==> config.mk <==
export PLATFORM = sky130hd
export DESIGN_NAME = video_crtc_writer
export DESIGN_NICKNAME = d
export VERILOG_FILES = /design/src/rtl/common_pkg.sv /design/src/rtl/video_crtc_writer.sv
export SDC_FILE = /design/constraint.sdc
export NUM_CORES = 1
export LEC_CHECK = 0
export ABC_CLOCK_PERIOD_IN_PS = 1400
export CORE_ASPECT_RATIO = 1.1
export CORE_MARGIN = 2
export CORE_UTILIZATION = 48
export CTS_BUF_LIST = sky130_fd_sc_hd__clkbuf_2 sky130_fd_sc_hd__clkbuf_4 sky130_fd_sc_hd__clkbuf_8
export DETAILED_ROUTE_END_ITERATION = 12
export GPL_TIMING_DRIVEN = 0
export PLACE_DENSITY = 0.78
export SETUP_SLACK_MARGIN = 0.2
export SYNTH_ARGS = -nofsm -noshare
export SYNTH_HDL_FRONTEND = slang
export SYNTH_SLANG_ARGS = --single-unit
==> constraint.sdc <==
create_clock -name sys_clock_i -period 1.4 [get_ports sys_clock_i]
set_input_delay 0.28 -clock sys_clock_i [delete_from_list [all_inputs] [get_ports sys_clock_i]]
set_output_delay 0.28 -clock sys_clock_i [all_outputs]
set_load 0.02 [all_outputs]
==> src/rtl/common_pkg.sv <==
// Shared CRTC definitions: register-file geometry and the register-writer FSM states.
package common_pkg;

    localparam int CRTC_REG_COUNT = 18;
    localparam int CRTC_REG_WIDTH = 5;

    typedef enum logic [2:0] {
        IDLE,
        SEL_WAIT,
        SEL_HOLD,
        WR_WAIT,
        WR_HOLD
    } crtc_wr_state_t;

endpackage : common_pkg

==> src/rtl/video_crtc_writer.sv <==
// Bus initiator for the 6545-style CRTC register port: turns one (register, value)
// request into an index-select cycle and a data-write cycle, each aligned to clk_en_i.
module video_crtc_writer
    import common_pkg::*;
#(
    parameter bit SKIP_RESELECT = 1'b1,
    parameter int REG_WIDTH     = CRTC_REG_WIDTH
) (
    input  logic                 sys_clock_i,
    input  logic                 reset_i,
    input  logic                 clk_en_i,
    input  logic                 req_valid_i,
    output logic                 req_ready_o,
    input  logic [REG_WIDTH-1:0] req_reg_i,
    input  logic [7:0]           req_data_i,
    output logic                 cs_o,
    output logic                 rs_o,
    output logic                 we_o,
    output logic [7:0]           data_o,
    output logic                 busy_o,
    output logic                 done_o
);

    crtc_wr_state_t       state_q, state_d;
    logic                 cs_q, cs_d;
    logic                 rs_q, rs_d;
    logic                 we_q, we_d;
    logic [7:0]           data_q, data_d;
    logic                 busy_q, busy_d;
    logic                 done_q, done_d;
    logic [REG_WIDTH-1:0] sel_reg_q, sel_reg_d;
    logic                 sel_valid_q, sel_valid_d;
    logic [REG_WIDTH-1:0] req_reg_q, req_reg_d;
    logic [7:0]           req_data_q, req_data_d;

    // Masking with done_q delays ready by one cycle so it appears the cycle after done_o.
    assign req_ready_o = (state_q == IDLE) && !done_q;

    always_comb begin
        // NOTE: every next-state signal gets a default first, so no path leaves one unassigned and no latch is inferred.
        state_d     = state_q;
        cs_d        = cs_q;
        rs_d        = rs_q;
        we_d        = we_q;
        data_d      = data_q;
        busy_d      = busy_q;
        done_d      = 1'b0;
        sel_reg_d   = sel_reg_q;
        sel_valid_d = sel_valid_q;
        req_reg_d   = req_reg_q;
        req_data_d  = req_data_q;

        unique case (state_q)
            IDLE: begin
                if (req_valid_i && req_ready_o) begin
                    req_reg_d  = req_reg_i;
                    req_data_d = req_data_i;
                    busy_d     = 1'b1;
                    if (SKIP_RESELECT && sel_valid_q && (req_reg_i == sel_reg_q)) begin
                        state_d = WR_WAIT;
                    end else begin
                        state_d = SEL_WAIT;
                    end
                end
            end
            SEL_WAIT: begin
                if (clk_en_i) begin
                    cs_d    = 1'b1;
                    rs_d    = 1'b0;
                    we_d    = 1'b1;
                    data_d  = 8'(req_reg_q);
                    state_d = SEL_HOLD;
                end
            end
            SEL_HOLD: begin
                // The responder latches the index on this strobe; release after it.
                if (clk_en_i) begin
                    cs_d        = 1'b0;
                    we_d        = 1'b0;
                    sel_reg_d   = req_reg_q;
                    sel_valid_d = 1'b1;
                    state_d     = WR_WAIT;
                end
            end
            WR_WAIT: begin
                if (clk_en_i) begin
                    cs_d    = 1'b1;
                    rs_d    = 1'b1;
                    we_d    = 1'b1;
                    data_d  = req_data_q;
                    state_d = WR_HOLD;
                end
            end
            WR_HOLD: begin
                if (clk_en_i) begin
                    cs_d    = 1'b0;
                    rs_d    = 1'b0;
                    we_d    = 1'b0;
                    data_d  = 8'h00;
                    done_d  = 1'b1;
                    busy_d  = 1'b0;
                    state_d = IDLE;
                end
            end
            default: state_d = IDLE;
        endcase
    end

    // Asynchronous reset releases the bus at once and forgets the selected index,
    // so the first request after reset always issues a select cycle.
    always_ff @(posedge sys_clock_i or posedge reset_i) begin
        if (reset_i) begin
            state_q     <= IDLE;
            cs_q        <= 1'b0;
            rs_q        <= 1'b0;
            we_q        <= 1'b0;
            data_q      <= 8'h00;
            busy_q      <= 1'b0;
            done_q      <= 1'b0;
            sel_reg_q   <= '0;
            sel_valid_q <= 1'b0;
            req_reg_q   <= '0;
            req_data_q  <= 8'h00;
        end else begin
            // NOTE: non-blocking assignments make every register update from pre-edge values, independent of statement order.
            state_q     <= state_d;
            cs_q        <= cs_d;
            rs_q        <= rs_d;
            we_q        <= we_d;
            data_q      <= data_d;
            busy_q      <= busy_d;
            done_q      <= done_d;
            sel_reg_q   <= sel_reg_d;
            sel_valid_q <= sel_valid_d;
            req_reg_q   <= req_reg_d;
            req_data_q  <= req_data_d;
        end
    end

    assign cs_o   = cs_q;
    assign rs_o   = rs_q;
    assign we_o   = we_q;
    assign data_o = data_q;
    assign busy_o = busy_q;
    assign done_o = done_q;

endmodule : video_crtc_writer
==> reports/qor.yml <==
rsz0062_at_grt: "yes"
cts_made_buffers: 5
synth_area_per_cell_um2: 12.51
core_area_mm2: 0.003276
crit_type: "flip-flop to flip-flop"
timing.rr.start: "state_q[1]"
wl_per_cell_um: 17.31
status: "finished with violations"
cap_violations: 0
synth_top_area_frac: 0.5271
start_util: 0.4927
grt_remaining_overflow: 0
grt_pass1_vias: 1276
gr-usage-all-layers: 0.2160
timing.final.ws_setup_ns: -0.1473
synth_area_leaders: "dfrtp_1 53%, mux2_2 10%, mux2_4 7.4%, o32ai_1 2.7%, xnor2_1 2.7%"
htree_levels: 2
globalplace.congestion: 0.7682
finalHoldViolCount: 0
drtAntennaViolNets: 0
tightest_slew_ns: 0.7133
worstSetupEndpoint: "req_data_q[6]"
port_buffers: 30
fin_crit_sh: 1.105
place_inst: 195
cp-start-kind: "flip-flop"
grt_max_degree: 35
setup_viol: 26
post-synth-top-area-cell: "dfrtp_1"
first_pass_iters: 4
cp_max_fo: 5
avgViaCountPerCell: 5.437
io_pins: 31
worst-r2r-cell-count: 5
cts_root_buf: "clkbuf_4"
violations: "negative setup slack"
total_power_mw: 5.201
syn-cell-area_mm2: 0.001614
row_count: 22
cts_buffer_depth: 2
cp.arrival_ns: 1.78
drc_errors: 0
die-area_mm2: 0.003843
dr_total_vias: 1207
fin_nets: 202
cts_num_sinks: 34
synthCells: 129
cts_tree: "yes"
slew_violations: 0
worstPathRequired_ns: 1.63
ys_seq_area_frac: 0.5271
clock_skew_ns: 0.007917
synth_nets: 146
first_iter_violations: 40
hp-class: "primary input to async pin"
layout_min_cycle_time_ns: 1.547
crit_start: "state_q[1]"
drive_gt1_frac: 0.4892
grt_pass1_wl_mm: 6.113
reg2reg_slack_ns: -0.15
antenna_cells: 0
die_w_um: 59.29
r2r-end: "req_data_q[6]"
clkTransAtPathRegs_ns: 0.10
ys_seq_elements: 34
yosys_warnings: 0
max_freq_mhz: 646.3
yosysUniqueCellTypes: 35
synthToLayoutAreaGrowth_pct: 48.06
place_hpwl_mm: 2.272
endpoint_kind: "flip-flop"
routed_wl_mm: 3.842
antenna_found_initial: 0
timing.slew.headroom: 0.5234
ir_drop_uv: 1192
layout.cells.non_filler: 222
worstSkewPairLatency_ns: 0.34
die_h_um: 64.82
powerDensity_mw_per_mm2: 2177
total_leakage_power_nw: 1.119
fill_cells: 220
sequential cells by signal, summed over array words and instances, names as in the netlist, 3 cells and up:
register    flops
req_reg_q       5
req_data_q      8
data_o          8
sel_reg_q       5
state_q         3
cells in the mapped netlist:
cell type / instances
dfrtp_1: 34
mux2_2: 15
nand2_1: 11
inv_1: 10
mux2_4: 8
o32ai_1: 5
xnor2_1: 5
nor2_1: 4
a22o_1: 3
buf_4: 3
or2_2: 3
a21oi_1: 2
buf_2: 2
nor2b_1: 2
o21ai_0: 2
a2111oi_0: 1
a211oi_1: 1
a21o_1: 1
a221oi_1: 1
a31oi_1: 1
a32oi_1: 1
and2_1: 1
and3b_1: 1
buf_6: 1
nand2_4: 1
nand2b_1: 1
nand2b_2: 1
nand3_1: 1
nand4_1: 1
nand4bb_1: 1
nor2_4: 1
nor3b_2: 1
nor4_4: 1
o21a_2: 1
o22ai_1: 1
cell families after synthesis:
logic type,after synthesis,synth area share
flip-flops,34,0.5271
AND/OR/NAND/NOR,31,0.1217
multiplexers,23,0.1791
AO/OA/AOI/OAI,20,0.09459
buffers and inverters,16,0.05039
XOR/XNOR,5,0.02713
stage by stage:
stage               hold WS (ns)  setup slack, ns  utilization  area [um^2]  TNS (ns)
floorplan                 0.4216          -0.2123            -         1624    -2.529
finish                    0.3930          -0.1473       0.7296         2390    -3.032
global route              0.4301          -0.2241       0.7296         2390    -4.709
global placement          0.4451          -0.3911       0.6012         1969    -16.91
CTS                       0.4038          -0.1260       0.6944         2275    -2.216
detailed placement        0.4563          -0.4049       0.6012         1969    -18.99
timing repair:
action	4_1_cts	5_1_grt
buffers inserted	13	5
pin swaps	10	2
hold buffers	0	0
setup endpoints to repair	80	46
resized for setup	102	24
cloned	1	0
worst min-delay path by stage:
stage                startpoint          end  slack (ns)  depth (start not counted)
global placement    sel_valid_q  sel_valid_q        0.45                          1
floorplan               reset_i       busy_o        0.42                          1
CTS                     reset_i    data_o[2]        0.40                          2
finish                  reset_i       busy_o        0.39                          2
global route            reset_i   state_q[0]        0.43                          2
detailed placement  sel_valid_q  sel_valid_q        0.46                          1
per-layer routing:
metal | routed length, um | GRT usage | vias up
met2 | 1964 | 0.3310 | 29
met5 | 0 | 0 | -
met1 | 1615 | 0.2792 | 606
li1 | - | - | 562
met4 | 125 | 0.09659 | 0
met3 | 137 | 0.06387 | 10
worst max-delay path: stages (launching register included):
cell     delay (ns)
dfrtp_2        0.45
nor4_4         0.27
buf_4          0.18
nand2_8        0.08
buf_12         0.16
mux2_4         0.29
area by class of cell:
| type | count | area (um^2) | area share |
|---|---|---|---|
| multi-input cells | 79 | 813.3 | 0.3403 |
| plain buffers | 6 | 68.82 | 0.02880 |
| clock buffers | 7 | 58.81 | 0.02461 |
| flip-flops and latches | 34 | 852.1 | 0.3565 |
| well taps | 36 | 45.04 | 0.01885 |
| inverters | 10 | 41.29 | 0.01728 |
| clock inverters | 1 | 5.005 | 0.002094 |
| repair buffers | 49 | 505.5 | 0.2115 |
cell usage in the layout (no fill, tap or decap), types with 4 or more instances in the layout:
| master | instances |
|---|---|
| buf_4 | 13 |
| buf_6 | 20 |
| clkbuf_4 | 6 |
| clkdlybuf4s50_1 | 15 |
| dfrtp_1 | 33 |
| inv_1 | 9 |
| mux2_2 | 4 |
| mux2_4 | 19 |
| nand2_1 | 10 |
| o32ai_1 | 4 |
| xnor2_1 | 5 |
report_power, final:
group	switching, mW	internal, mW	leakage (nW)	total, mW
combinational	1.17	1.69	0.675	2.86
clock	0.323	0.262	0.0387	0.586
sequential	0.324	1.43	0.406	1.76
Power figures use the tool's default switching activity.
